$ cat src/rtl/gen_scheduler_if.sv
// Host grid-load handshake between a host loader (master) and the generation scheduler (slave).
interface gen_scheduler_if #(
    parameter int Y_SIZE = 720
);
    localparam int Y_WIDTH = $clog2(Y_SIZE);

    logic               init_start;
    logic               init_valid;
    logic               init_ready;
    logic               init_we;
    logic [Y_WIDTH-1:0] init_addr;

    modport master (
        output init_start,
        output init_valid,
        input  init_ready,
        input  init_we,
        input  init_addr
    );

    modport slave (
        input  init_start,
        input  init_valid,
        output init_ready,
        output init_we,
        output init_addr
    );
endinterface

$ cat src/rtl/gen_scheduler.sv
// Generation scheduler: host grid load, row-by-row next-state calculation, and a tear-free bank swap at sof.
// Define GEN_SCHEDULER_GEN_COUNT_EN to add the 32-bit gen_count output.
module gen_scheduler #(
    parameter  int Y_SIZE  = 720,
    localparam int Y_WIDTH = $clog2(Y_SIZE)
) (
    input  logic               out_stream_aclk,
    input  logic               periph_reset,
    input  logic               step_req,
    input  logic               run,
    gen_scheduler_if.slave     init_bus,
    input  logic               row_valid,
    input  logic               sof,
    output logic               calc_flag,
    output logic [Y_WIDTH-1:0] calc_row,
    output logic               src_bank,
    output logic               busy,
    output logic               gen_done
`ifdef GEN_SCHEDULER_GEN_COUNT_EN
    ,
    output logic [31:0]        gen_count
`endif
);

    typedef enum logic [1:0] {
        ST_IDLE,
        ST_LOAD,
        ST_CALC,
        ST_SWAP_WAIT
    } state_t;

    localparam logic [Y_WIDTH-1:0] ROW_LAST = Y_WIDTH'(Y_SIZE - 1);
    localparam logic [Y_WIDTH-1:0] ROW_ONE  = Y_WIDTH'(1);

    state_t             state_reg,     state_next;
    logic               pending_reg,   pending_next;
    logic               calc_flag_reg, calc_flag_next;
    logic [Y_WIDTH-1:0] calc_row_reg,  calc_row_next;
    logic [Y_WIDTH-1:0] init_addr_reg, init_addr_next;
    logic               src_bank_reg,  src_bank_next;
    logic               busy_reg,      busy_next;
    logic               gen_done_reg,  gen_done_next;
    logic               init_ready_c;
    logic               init_we_c;

    always_ff @(posedge out_stream_aclk) begin
        if (periph_reset) begin
            state_reg     <= ST_IDLE;
            pending_reg   <= 1'b0;
            calc_flag_reg <= 1'b0;
            calc_row_reg  <= '0;
            init_addr_reg <= '0;
            src_bank_reg  <= 1'b0;
            busy_reg      <= 1'b0;
            gen_done_reg  <= 1'b0;
        end else begin
            state_reg     <= state_next;
            pending_reg   <= pending_next;
            calc_flag_reg <= calc_flag_next;
            calc_row_reg  <= calc_row_next;
            init_addr_reg <= init_addr_next;
            src_bank_reg  <= src_bank_next;
            busy_reg      <= busy_next;
            gen_done_reg  <= gen_done_next;
        end
    end

    always_comb begin
        state_next     = state_reg;
        pending_next   = pending_reg;
        calc_flag_next = calc_flag_reg;
        calc_row_next  = calc_row_reg;
        init_addr_next = init_addr_reg;
        src_bank_next  = src_bank_reg;
        gen_done_next  = 1'b0;
        init_ready_c   = 1'b0;

        case (state_reg)
            ST_IDLE: begin
                // A host load takes precedence; a coincident step is remembered for afterwards.
                if (init_bus.init_start) begin
                    state_next     = ST_LOAD;
                    init_addr_next = '0;
                    pending_next   = pending_reg | step_req;
                end else if (step_req || pending_reg || run) begin
                    state_next     = ST_CALC;
                    calc_flag_next = 1'b1;
                    calc_row_next  = '0;
                    pending_next   = 1'b0;
                end
            end
            ST_LOAD: begin
                init_ready_c = 1'b1;
                if (init_bus.init_valid) begin
                    if (init_addr_reg == ROW_LAST) begin
                        state_next     = ST_IDLE;
                        init_addr_next = '0;
                    end else begin
                        init_addr_next = init_addr_reg + ROW_ONE;
                    end
                end
            end
            ST_CALC: begin
                if (row_valid) begin
                    if (calc_row_reg == ROW_LAST) begin
                        state_next     = ST_SWAP_WAIT;
                        calc_flag_next = 1'b0;
                        calc_row_next  = '0;
                    end else begin
                        calc_row_next = calc_row_reg + ROW_ONE;
                    end
                end
            end
            ST_SWAP_WAIT: begin
                // Swap only on a frame boundary so the display never shows a half-written bank.
                if (sof) begin
                    state_next    = ST_IDLE;
                    src_bank_next = ~src_bank_reg;
                    gen_done_next = 1'b1;
                end
            end
            default: begin
                state_next = ST_IDLE;
            end
        endcase

        if (state_reg != ST_IDLE && step_req) begin
            pending_next = 1'b1;
        end

        init_we_c = init_bus.init_valid & init_ready_c;
        busy_next = (state_next != ST_IDLE);
    end

`ifdef GEN_SCHEDULER_GEN_COUNT_EN
    logic [31:0] gen_count_reg;

    always_ff @(posedge out_stream_aclk) begin
        if (periph_reset) begin
            gen_count_reg <= 32'd0;
        end else if (gen_done_next) begin
            gen_count_reg <= gen_count_reg + 32'd1;
        end
    end

    assign gen_count = gen_count_reg;
`endif

    assign init_bus.init_ready = init_ready_c;
    assign init_bus.init_we    = init_we_c;
    assign init_bus.init_addr  = init_addr_reg;
    assign calc_flag           = calc_flag_reg;
    assign calc_row            = calc_row_reg;
    assign src_bank            = src_bank_reg;
    assign busy                = busy_reg;
    assign gen_done            = gen_done_reg;

endmodule

$ cat src/flat_wrapper.sv
// flat-port wrapper written by rule: the top's interface ports become plain ports
module gen_scheduler_flat 
#(
    parameter  int Y_SIZE  = 720,
    localparam int Y_WIDTH = $clog2(Y_SIZE)
)
  (out_stream_aclk, periph_reset, step_req, run, row_valid, sof, calc_flag, calc_row, src_bank, busy, gen_done, init_bus_init_start, init_bus_init_valid, init_bus_init_ready, init_bus_init_we, init_bus_init_addr);
  gen_scheduler_if #(.Y_SIZE(Y_SIZE)) init_bus_i ();
  input  logic out_stream_aclk;
  input  logic periph_reset;
  input  logic step_req;
  input  logic run;
  input  logic row_valid;
  input  logic sof;
  output logic calc_flag;
  output logic [Y_WIDTH-1:0] calc_row;
  output logic src_bank;
  output logic busy;
  output logic gen_done;
  input wire logic [$bits(init_bus_i.init_start)-1:0] init_bus_init_start;
  input wire logic [$bits(init_bus_i.init_valid)-1:0] init_bus_init_valid;
  output wire logic [$bits(init_bus_i.init_ready)-1:0] init_bus_init_ready;
  output wire logic [$bits(init_bus_i.init_we)-1:0] init_bus_init_we;
  output wire logic [$bits(init_bus_i.init_addr)-1:0] init_bus_init_addr;
  assign init_bus_i.init_start = init_bus_init_start;
  assign init_bus_i.init_valid = init_bus_init_valid;
  assign init_bus_init_ready = init_bus_i.init_ready;
  assign init_bus_init_we = init_bus_i.init_we;
  assign init_bus_init_addr = init_bus_i.init_addr;
  gen_scheduler #(.Y_SIZE(Y_SIZE)) u_core (.out_stream_aclk(out_stream_aclk), .periph_reset(periph_reset), .step_req(step_req), .run(run), .init_bus(init_bus_i), .row_valid(row_valid), .sof(sof), .calc_flag(calc_flag), .calc_row(calc_row), .src_bank(src_bank), .busy(busy), .gen_done(gen_done));
endmodule
$ cat config.mk
export PLATFORM = sky130hd
export DESIGN_NAME = gen_scheduler_flat
export DESIGN_NICKNAME = d
export VERILOG_FILES = /design/src/rtl/gen_scheduler_if.sv /design/src/rtl/gen_scheduler.sv /design/src/flat_wrapper.sv
export SDC_FILE = /design/constraint.sdc
export NUM_CORES = 1
export LEC_CHECK = 0
export ABC_AREA = 1
export BUFFER_PORTS_ARGS = -buffer_cell sky130_fd_sc_hd__buf_2
export CAP_MARGIN = 10
export CORE_ASPECT_RATIO = 1.1
export CORE_MARGIN = 1.5
export CORE_UTILIZATION = 51
export CTS_CLUSTER_DIAMETER = 100
export DETAILED_ROUTE_END_ITERATION = 12
export HOLD_SLACK_MARGIN = 0.05
export PLACE_DENSITY = 0.73
export SLEW_MARGIN = 20
export SYNTH_ARGS = -nofsm -noshare
export SYNTH_HDL_FRONTEND = slang
export SYNTH_SLANG_ARGS = --single-unit
$ cat constraint.sdc
create_clock -name out_stream_aclk -period 1.75 [get_ports out_stream_aclk]
set_clock_uncertainty 0.1 [all_clocks]
set_input_delay 0 -clock out_stream_aclk [delete_from_list [all_inputs] [get_ports out_stream_aclk]]
set_output_delay 0 -clock out_stream_aclk [all_outputs]
set_load 0.01 [all_outputs]
Word level (Yosys, flattened, before mapping)
Index checks and enable logic that the tools add are counted.
{"block": "classes", "n_addsub": 2, "eq_ne": 11, "mux": 28, "n_bitwise": 4, "n_reduce_logical": 16}
{"cell": "two-way mux 10 bit", "n": 7}
{"cell": "case mux 10 bit (2 select lines)", "n": 2}
{"cell": "adder 10 x 1 -> 10 bit (second input constant)", "n": 2}
{"cell": "== test 10 bit (second input constant)", "n": 2}
{"cell": "two-way mux 2 bit", "n": 7}
{"cell": "two-way mux 1 bit", "n": 10}
{"cell": "nonzero test 2 bit", "n": 5}
{"cell": "!= test 2 bit (second input constant)", "n": 4}
{"cell": "case mux 2 bit (4 select lines)", "n": 1}
{"cell": "AND reduction 5 bit", "n": 1}
{"cell": "== test 2 bit (second input constant)", "n": 2}
{"cell": "!= test 2 x 1 -> 1 bit (second input constant)", "n": 2}
{"cell": "AND reduction 2 bit", "n": 2}
{"cell": "AND reduction 4 bit", "n": 1}
{"cell": "AND reduction 3 bit", "n": 1}
{"cell": "nonzero test 3 bit", "n": 1}
{"cell": "== test 2 x 1 -> 1 bit (second input constant)", "n": 1}
{"cell": "zero test 2 bit", "n": 1}
{"cell": "logical OR 1 bit", "n": 2}
{"cell": "inverter 1 bit", "n": 2}
{"cell": "case mux 1 bit (2 select lines)", "n": 1}
{"cell": "OR reduction 2 bit", "n": 1}
{"cell": "bitwise AND 1 bit", "n": 1}
{"cell": "logical AND 1 bit", "n": 1}
{"cell": "bitwise OR 1 bit", "n": 1}
{"block": "totals", "register_bits": 27, "inputBits": 8, "out_inout_bits": 26}

Depth between registers and ports, before layout
Gate-level depths: netlist of run 1.
{"block": "logic_depth", "word_depth": 6, "depth_mapped": 9, "ltp_nobuf": 9}

Least setup slack after synthesis of run 1
No wires, ideal clock.
{"block": "synth_timing", "kind": "flip-flop to flip-flop", "startpoint": "reg u_core.init_addr_reg[0] (netlist: u_core.init_bus.init_addr[0])", "endpoint": "reg u_core.init_addr_reg[3] (netlist: u_core.init_bus.init_addr[3])", "arrival_time_ns": 1.225, "required_time_ns": 1.534, "path_slack_ns": 0.309, "stages_incl_launch_ff": 9, "path_buffers": 0, "period_less_slack_ns": 1.441, "path_cell_list": "dfxtp_1 -> ha_1 -> nand3_1 -> nor2_1 -> nand2_1 -> nand2_1 -> nand2_1 -> nand2_2 -> nor2_1"}
{"block": "synth_between", "elab_chain_cells": 4}
{"item": "start, declared", "line": "gen_scheduler.sv:39", "source": "logic [Y_WIDTH-1:0] init_addr_reg, init_addr_next;"}
{"item": "start signal, assigned", "line": "gen_scheduler.sv:61", "source": "init_addr_reg <= init_addr_next;"}
{"item": "adder 10 x 1 -> 10 bit or == test 10 bit (tied branches)", "line": "gen_scheduler.sv:99, gen_scheduler.sv:95"}
{"item": "two-way mux 10 bit *", "line": "gen_scheduler.sv:95", "source": "if (init_addr_reg == ROW_LAST) begin"}
{"item": "two-way mux 10 bit *", "line": "gen_scheduler.sv:94", "source": "if (init_bus.init_valid) begin"}
{"item": "case mux 10 bit (2 select lines) *", "line": "gen_scheduler.sv:78", "source": "case (state_reg)"}
Every way passes the cells marked *; elsewhere a longest branch is shown, timed or not. The select of a mux whose other input is x is not followed.
A chain may end at the register's enable or synchronous reset.

Worst setup path after layout of run 1
{"block": "layout_timing", "startpoint": "reg u_core.init_addr_reg[0] (netlist: u_core.init_bus.init_addr[0])", "endpoint": "reg u_core.init_addr_reg[1] (netlist: u_core.init_bus.init_addr[1])"}
Same word-level chain as after synthesis.

==> flow_metrics.tcl, run 1 <==
set metrics [dict create \
    routedWlPerCell_um 10.64 \
    fillerInstances 269 \
    synth_fa_ha_area_frac 0.01684 \
    h-tree-depth 1 \
    grt_use_total 0.2060 \
    yosysTopAreaCell "dfxtp_1" \
    max-slew-margin-rel 0.8127 \
    io_pins 34 \
    yosys_warnings 0 \
    grt.overflow.total 0 \
    drive_above_1_share 0.2231 \
    drtPass1Iterations 4 \
    crit_chain "ha_1 > nand3_1 > nor2_1 > nand2_1 > nand2_1 > nand2_1 > nand2_2 > a21oi_1" \
    vias 1479 \
    power_density_mw_per_mm2 677.9 \
    antenna_left 0 \
    path_clk_slew_ns 0.14 \
    clk_latency_ns 0.34 \
    synthCells 218 \
    die_area_mm2 0.003248 \
    cap_viol_max_count 0 \
    core_mm2 0.002778 \
    die_h_um 59.62 \
    rsz0062_at_grt "false" \
    drt_iter0_markers 59 \
    gp_congestion 0.8285 \
    setup_viol 0 \
    crit_path_start_kind "register" \
    cp.required_ns 1.89 \
    worst_slew_pin_slew_ns 0.2806 \
    antenna_found_initial 0 \
    fmax_mhz 645.7 \
    crit_fanout 7 \
    setup_tns_ns 0 \
    cts_buffers 3 \
    grt_max_degree 19 \
    cts_buffer_depth 2 \
    n_antenna_cell 0 \
    cts.sink_count 27 \
    finalMaxSlewViolations 0 \
    netlist.area_leader.share 0.3636 \
    tritoncts "yes" \
    hold_violations 0 \
    crit_arrival_ns 1.69 \
    synthXorXnorAreaFrac 0.01768 \
    path_class "register to register" \
    synth_seq_cells 27 \
    synth_area_mm2 0.001486 \
    nets 271 \
    grt_pass1_vias 1241 \
    power_leakage_nw 0.8263 \
    vdd_drop_max_mv 0.5035 \
    hp-class "primary input to register" \
    yosys.area_share.simple 0.4327 \
    placed_cell_area_mm2 0.001689 \
    ys_seq_area_frac 0.3636 \
    post-route-min-period_ns 1.549 \
    crit_path_max_incr_delay_ns 0.41 \
    crit_top_cell "nand2_1" \
    viasPerCell 5.048 \
    synth_top_family_by_area "simple AND/OR/NAND/NOR gates" \
    dp_hpwl_um 2394 \
    drc 0 \
    netlist-cell-type-count 25 \
    synth_compound_area_frac 0.08333 \
    finalInstanceArea_mm2 0.001765 \
    postRouteWirelength_um 3117 \
    die_x_um 54.48 \
    syn2layout_area_growth_pct 18.77 \
    grt_pass1_wl_um 4988 \
    rrSetupSlack_ns 0.20 \
    outcome "finished, final reports clean" \
    root_buffer "clkbuf_4" \
    fin_crit_sh 0.8850 \
    end_kind "register" \
    initial_core_util 0.5351 \
    slowest_stage "dfxtp_1" \
    cts_resized 0 \
    synth_mux_area_frac 0 \
    rows 20 \
    avgSynthCellArea_um2 6.818 \
    synthTopCellsByArea "dfxtp_1 36%, nand2_1 15%, nor2_1 8.8%" \
    port_buffers 33 \
    syn_nets 228 \
]
==> cells in the mapped netlist <==
library cell and instances:
inv_1 27, nor2_4 3, inv_2 4, buf_6 1
nand2_1 58, o21bai_1 1, a31oi_1 3, dfxtp_1 27
nand3_2 1, ha_1 2, xor2_1 3, nor2_1 35
a21oi_1 8, nand3b_1 2, nand2_4 2, nor3_1 6
nand2_2 4, nand4_1 5, nor3_2 1, nand3_1 14
o21ai_0 3, nand2_8 2, a21oi_2 4, a22oi_1 1
or2_0 1
==> layer usage <==
metal | vias up | track usage | share of wire | wire length, um
met5 | - | 0 | 0 | 0
met4 | 0 | 0.08571 | 0.018 | 56
met3 | 5 | 0.02273 | 0.039 | 123
met2 | 42 | 0.3563 | 0.49 | 1531
met1 | 658 | 0.2531 | 0.45 | 1405
li1 | 774 | - | - | -
==> area by class of cell <==
class	count	area, um^2	area share
Clock buffer	4	26.28	0.01488
Inverter	31	116.4	0.06591
Multi-Input combinational cell	159	818.3	0.4635
Sequential cell	27	540.5	0.3062
Tap cell	33	41.29	0.02339
Timing Repair Buffer	39	222.7	0.1262
==> worst max-delay path: cells and delay by family, from the launching register on <==
family | cells | cell delay (ns)
compound gates | 1 | 0.06
fa+ha+maj | 1 | 0.21
flops | 1 | 0.41
simple gates | 6 | 0.66
==> through the flow <==
step	cells	worst slack (ns)	hold WS [ns]	power (mW)	utilization
after CTS	293	0.2039	0.05279	1.215	0.6356
after floorplan	218	0.3093	-0.03756	0.8659	-
after global placement	284	0.2674	0.1715	0.9246	0.6081
after detailed placement	284	0.2282	0.1801	0.9261	0.6081
after global routing	293	0.06868	0.09259	1.266	0.6356
final	293	0.2013	0.05440	1.197	0.6356
==> path summary, 6_finish.rpt <==
kind / from / endpoint / cells after the start
hold reg to reg: u_core.calc_flag / u_core.calc_flag / 2
setup reg to reg: u_core.init_bus.init_addr[0] / u_core.init_bus.init_addr[1] / 8
setup / recovery: u_core.init_bus.init_addr[0] / u_core.init_bus.init_addr[1] / 8
hold / removal: row_valid / u_core.calc_row[2] / 6
==> cells by family after synthesis <==
kind of cell             count (synthesis)
AO/OA/AOI/OAI                           20
XOR/XNOR                                 3
adder cells (fa/ha/maj)                  2
buffers and inverters                   32
flip-flops                              27
AND/OR/NAND/NOR                        134
==> power by group <==
part | internal (mW) | switching (mW) | leakage, nW
Combinational | 0.0928 | 0.165 | 0.592
Sequential | 0.641 | 0.0207 | 0.219
Clock | 0.0897 | 0.188 | 0.0150
Total | 0.823 | 0.374 | 0.826
==> placed cells by master (no fill, tap or decap), drive strengths merged <==
| cell | count |
|---|---|
| inv | 31 |
| or2 | 1 |
| clkbuf | 4 |
| dlygate4sd3 | 5 |
| nand3 | 15 |
| nor3 | 7 |
| dfxtp | 27 |
| a31oi | 3 |
| nor2 | 38 |
| a21oi | 12 |
| nand3b | 2 |
| a22oi | 1 |
| buf | 34 |
| xor2 | 3 |
| o21bai | 1 |
| ha | 2 |
| nand2 | 66 |
| nand4 | 5 |
| o21ai | 3 |
==> repair_timing <==
item / 4_1_cts / 5_1_grt
buffers inserted: 0 / 0
hold endpoints to repair: 14 / 0
hold buffers: 5 / 0
No activity file was read; power rests on OpenSTA's default activity.
==> run 2, diff against run 1 <==
- MAX_ROUTING_LAYER: default -> met4
==> flow_metrics.tcl, run 2 (same netlist as run 1, synthesis figures left out) <==
set metrics [dict create \
    h-tree-depth 1 \
    cp.required_ns 1.89 \
    finalMaxSlewViolations 0 \
    placed_cell_area_mm2 0.001689 \
    port_buffers 33 \
    power_leakage_nw 0.8263 \
    crit_arrival_ns 1.68 \
    hold_violations 0 \
    reg2reg_from "u_core.init_bus.init_addr[0]" \
    core_mm2 0.002778 \
    path_clk_slew_ns 0.14 \
    setup_tns_ns 0 \
    vias 1475 \
    max-slew-margin-rel 0.8127 \
    fin_crit_sh 0.8848 \
    whs_path_depth 6 \
    gr-usage-met3 0.02273 \
    rr_endpoint "u_core.init_bus.init_addr[1]" \
    rsz0062_at_grt "false" \
    cts.sink_count 27 \
    crit_fanout 7 \
    crit_path_start_kind "register" \
    fmax_mhz 645.8 \
    die_x_um 54.48 \
    outcome "finished, final reports clean" \
    syn2layout_area_growth_pct 18.77 \
    drive_above_1_share 0.2231 \
    grt_pass1_wl_um 4988 \
    grt_busiest_layer "met2" \
    cts_buffer_depth 2 \
    dp_hpwl_um 2394 \
    root_buffer "clkbuf_4" \
    initial_core_util 0.5351 \
    rrSetupSlack_ns 0.20 \
    worst_slew_pin_slew_ns 0.2807 \
    antenna_found_initial 0 \
    tritoncts "yes" \
    hp-class "primary input to register" \
    io_pins 34 \
    rows 20 \
    drt_iter0_markers 51 \
    cts_buffers 3 \
    grt_use_total 0.2119 \
    routedWlPerCell_um 10.62 \
    nets 271 \
    drc 0 \
    power_mw 1.195 \
    grt_max_degree 19 \
    grt_util_met1 0.2531 \
    path_class "register to register" \
    grt_pass1_vias 1243 \
    postRouteWirelength_um 3111 \
    gp_congestion 0.8411 \
    die_area_mm2 0.003248 \
    clk_latency_ns 0.33 \
    post-route-min-period_ns 1.548 \
    final_common_cell "nand2_1" \
    viasPerCell 5.034 \
    antenna_left 0 \
    stdcell_count 293 \
    vdd_drop_max_mv 0.5033 \
    place_inst 284 \
    setup_viol 0 \
    n_antenna_cell 0 \
    cap_viol_max_count 0 \
    grt_util_met2 0.3563 \
    drtPass1Iterations 4 \
    cts_setup_buffers 0 \
    end_kind "register" \
    power_density_mw_per_mm2 676.9 \
    grt.overflow.total 0 \
    finalInstanceArea_mm2 0.001765 \
    die_h_um 59.62 \
    ff2ff_path_depth 8 \
    min_from "row_valid" \
    final_cell_mix "58 x nand2_1, 35 x nor2_1, 33 x buf_2, 27 x inv_1, 27 x dfxtp_1" \
    min_to "u_core.calc_row[2]" \
]
run 2: worst max path at each step:
stage / start / end / slack, ns / cells after the start
after CTS: u_core.init_bus.init_addr[0] / u_core.init_bus.init_addr[1] / 0.20 / 8
after global routing: u_core.calc_row[0] / u_core.calc_row[3] / 0.07 / 8
after global placement: u_core.init_bus.init_addr[0] / u_core.init_bus.init_addr[3] / 0.27 / 8
after detailed placement: u_core.init_bus.init_addr[0] / u_core.init_bus.init_addr[1] / 0.23 / 8
final: u_core.init_bus.init_addr[0] / u_core.init_bus.init_addr[1] / 0.20 / 8
after floorplan: u_core.init_bus.init_addr[0] / u_core.init_bus.init_addr[3] / 0.31 / 8
run 2: stage by stage:
step             util  setup slack (ns)  hold WS (ns)
6_report       0.6356            0.2016       0.05660
5_1_grt        0.6356           0.06868       0.09260
4_1_cts        0.6356            0.2039       0.05279
3_5_place_dp   0.6081            0.2282        0.1801
3_3_place_gp   0.6081            0.2674        0.1715
2_1_floorplan       -            0.3093      -0.03756
run 2: timing repair:
action / in CTS / in global routing
endpoints found under the setup margin: 0 / 0
hold buffers: 5 / 0
hold endpoints to repair: 14 / 0
gates resized for setup: 0 / 0
run 2: power by group:
group	switching (mW)	internal [mW]	leakage, nW
clock	0.186	0.0896	0.0150
sequential	0.0207	0.641	0.219
combinational	0.165	0.0928	0.592
run 2: area by class of cell:
cell class,instances,area [um^2]
timing repair buffer,39,222.7
multi-input combinational,159,818.3
clock buffer,4,26.28
tap,33,41.29
fill,269,1012
inverter,31,116.4
sequential,27,540.5
run 2: per-layer routing:
metal / up-vias / share of wire
met5: - / 0
met4: 0 / 0.019
met3: 5 / 0.042
met2: 43 / 0.49
met1: 654 / 0.45
li1: 773 / -
run 2: critical path, stage by stage (launching register included):
cell	delay, ns
dfxtp_1	0.41
ha_1	0.21
nand3_1	0.15
nor2_1	0.15
nand2_1	0.08
nand2_1	0.06
nand2_1	0.09
nand2_2	0.13
a21oi_1	0.06
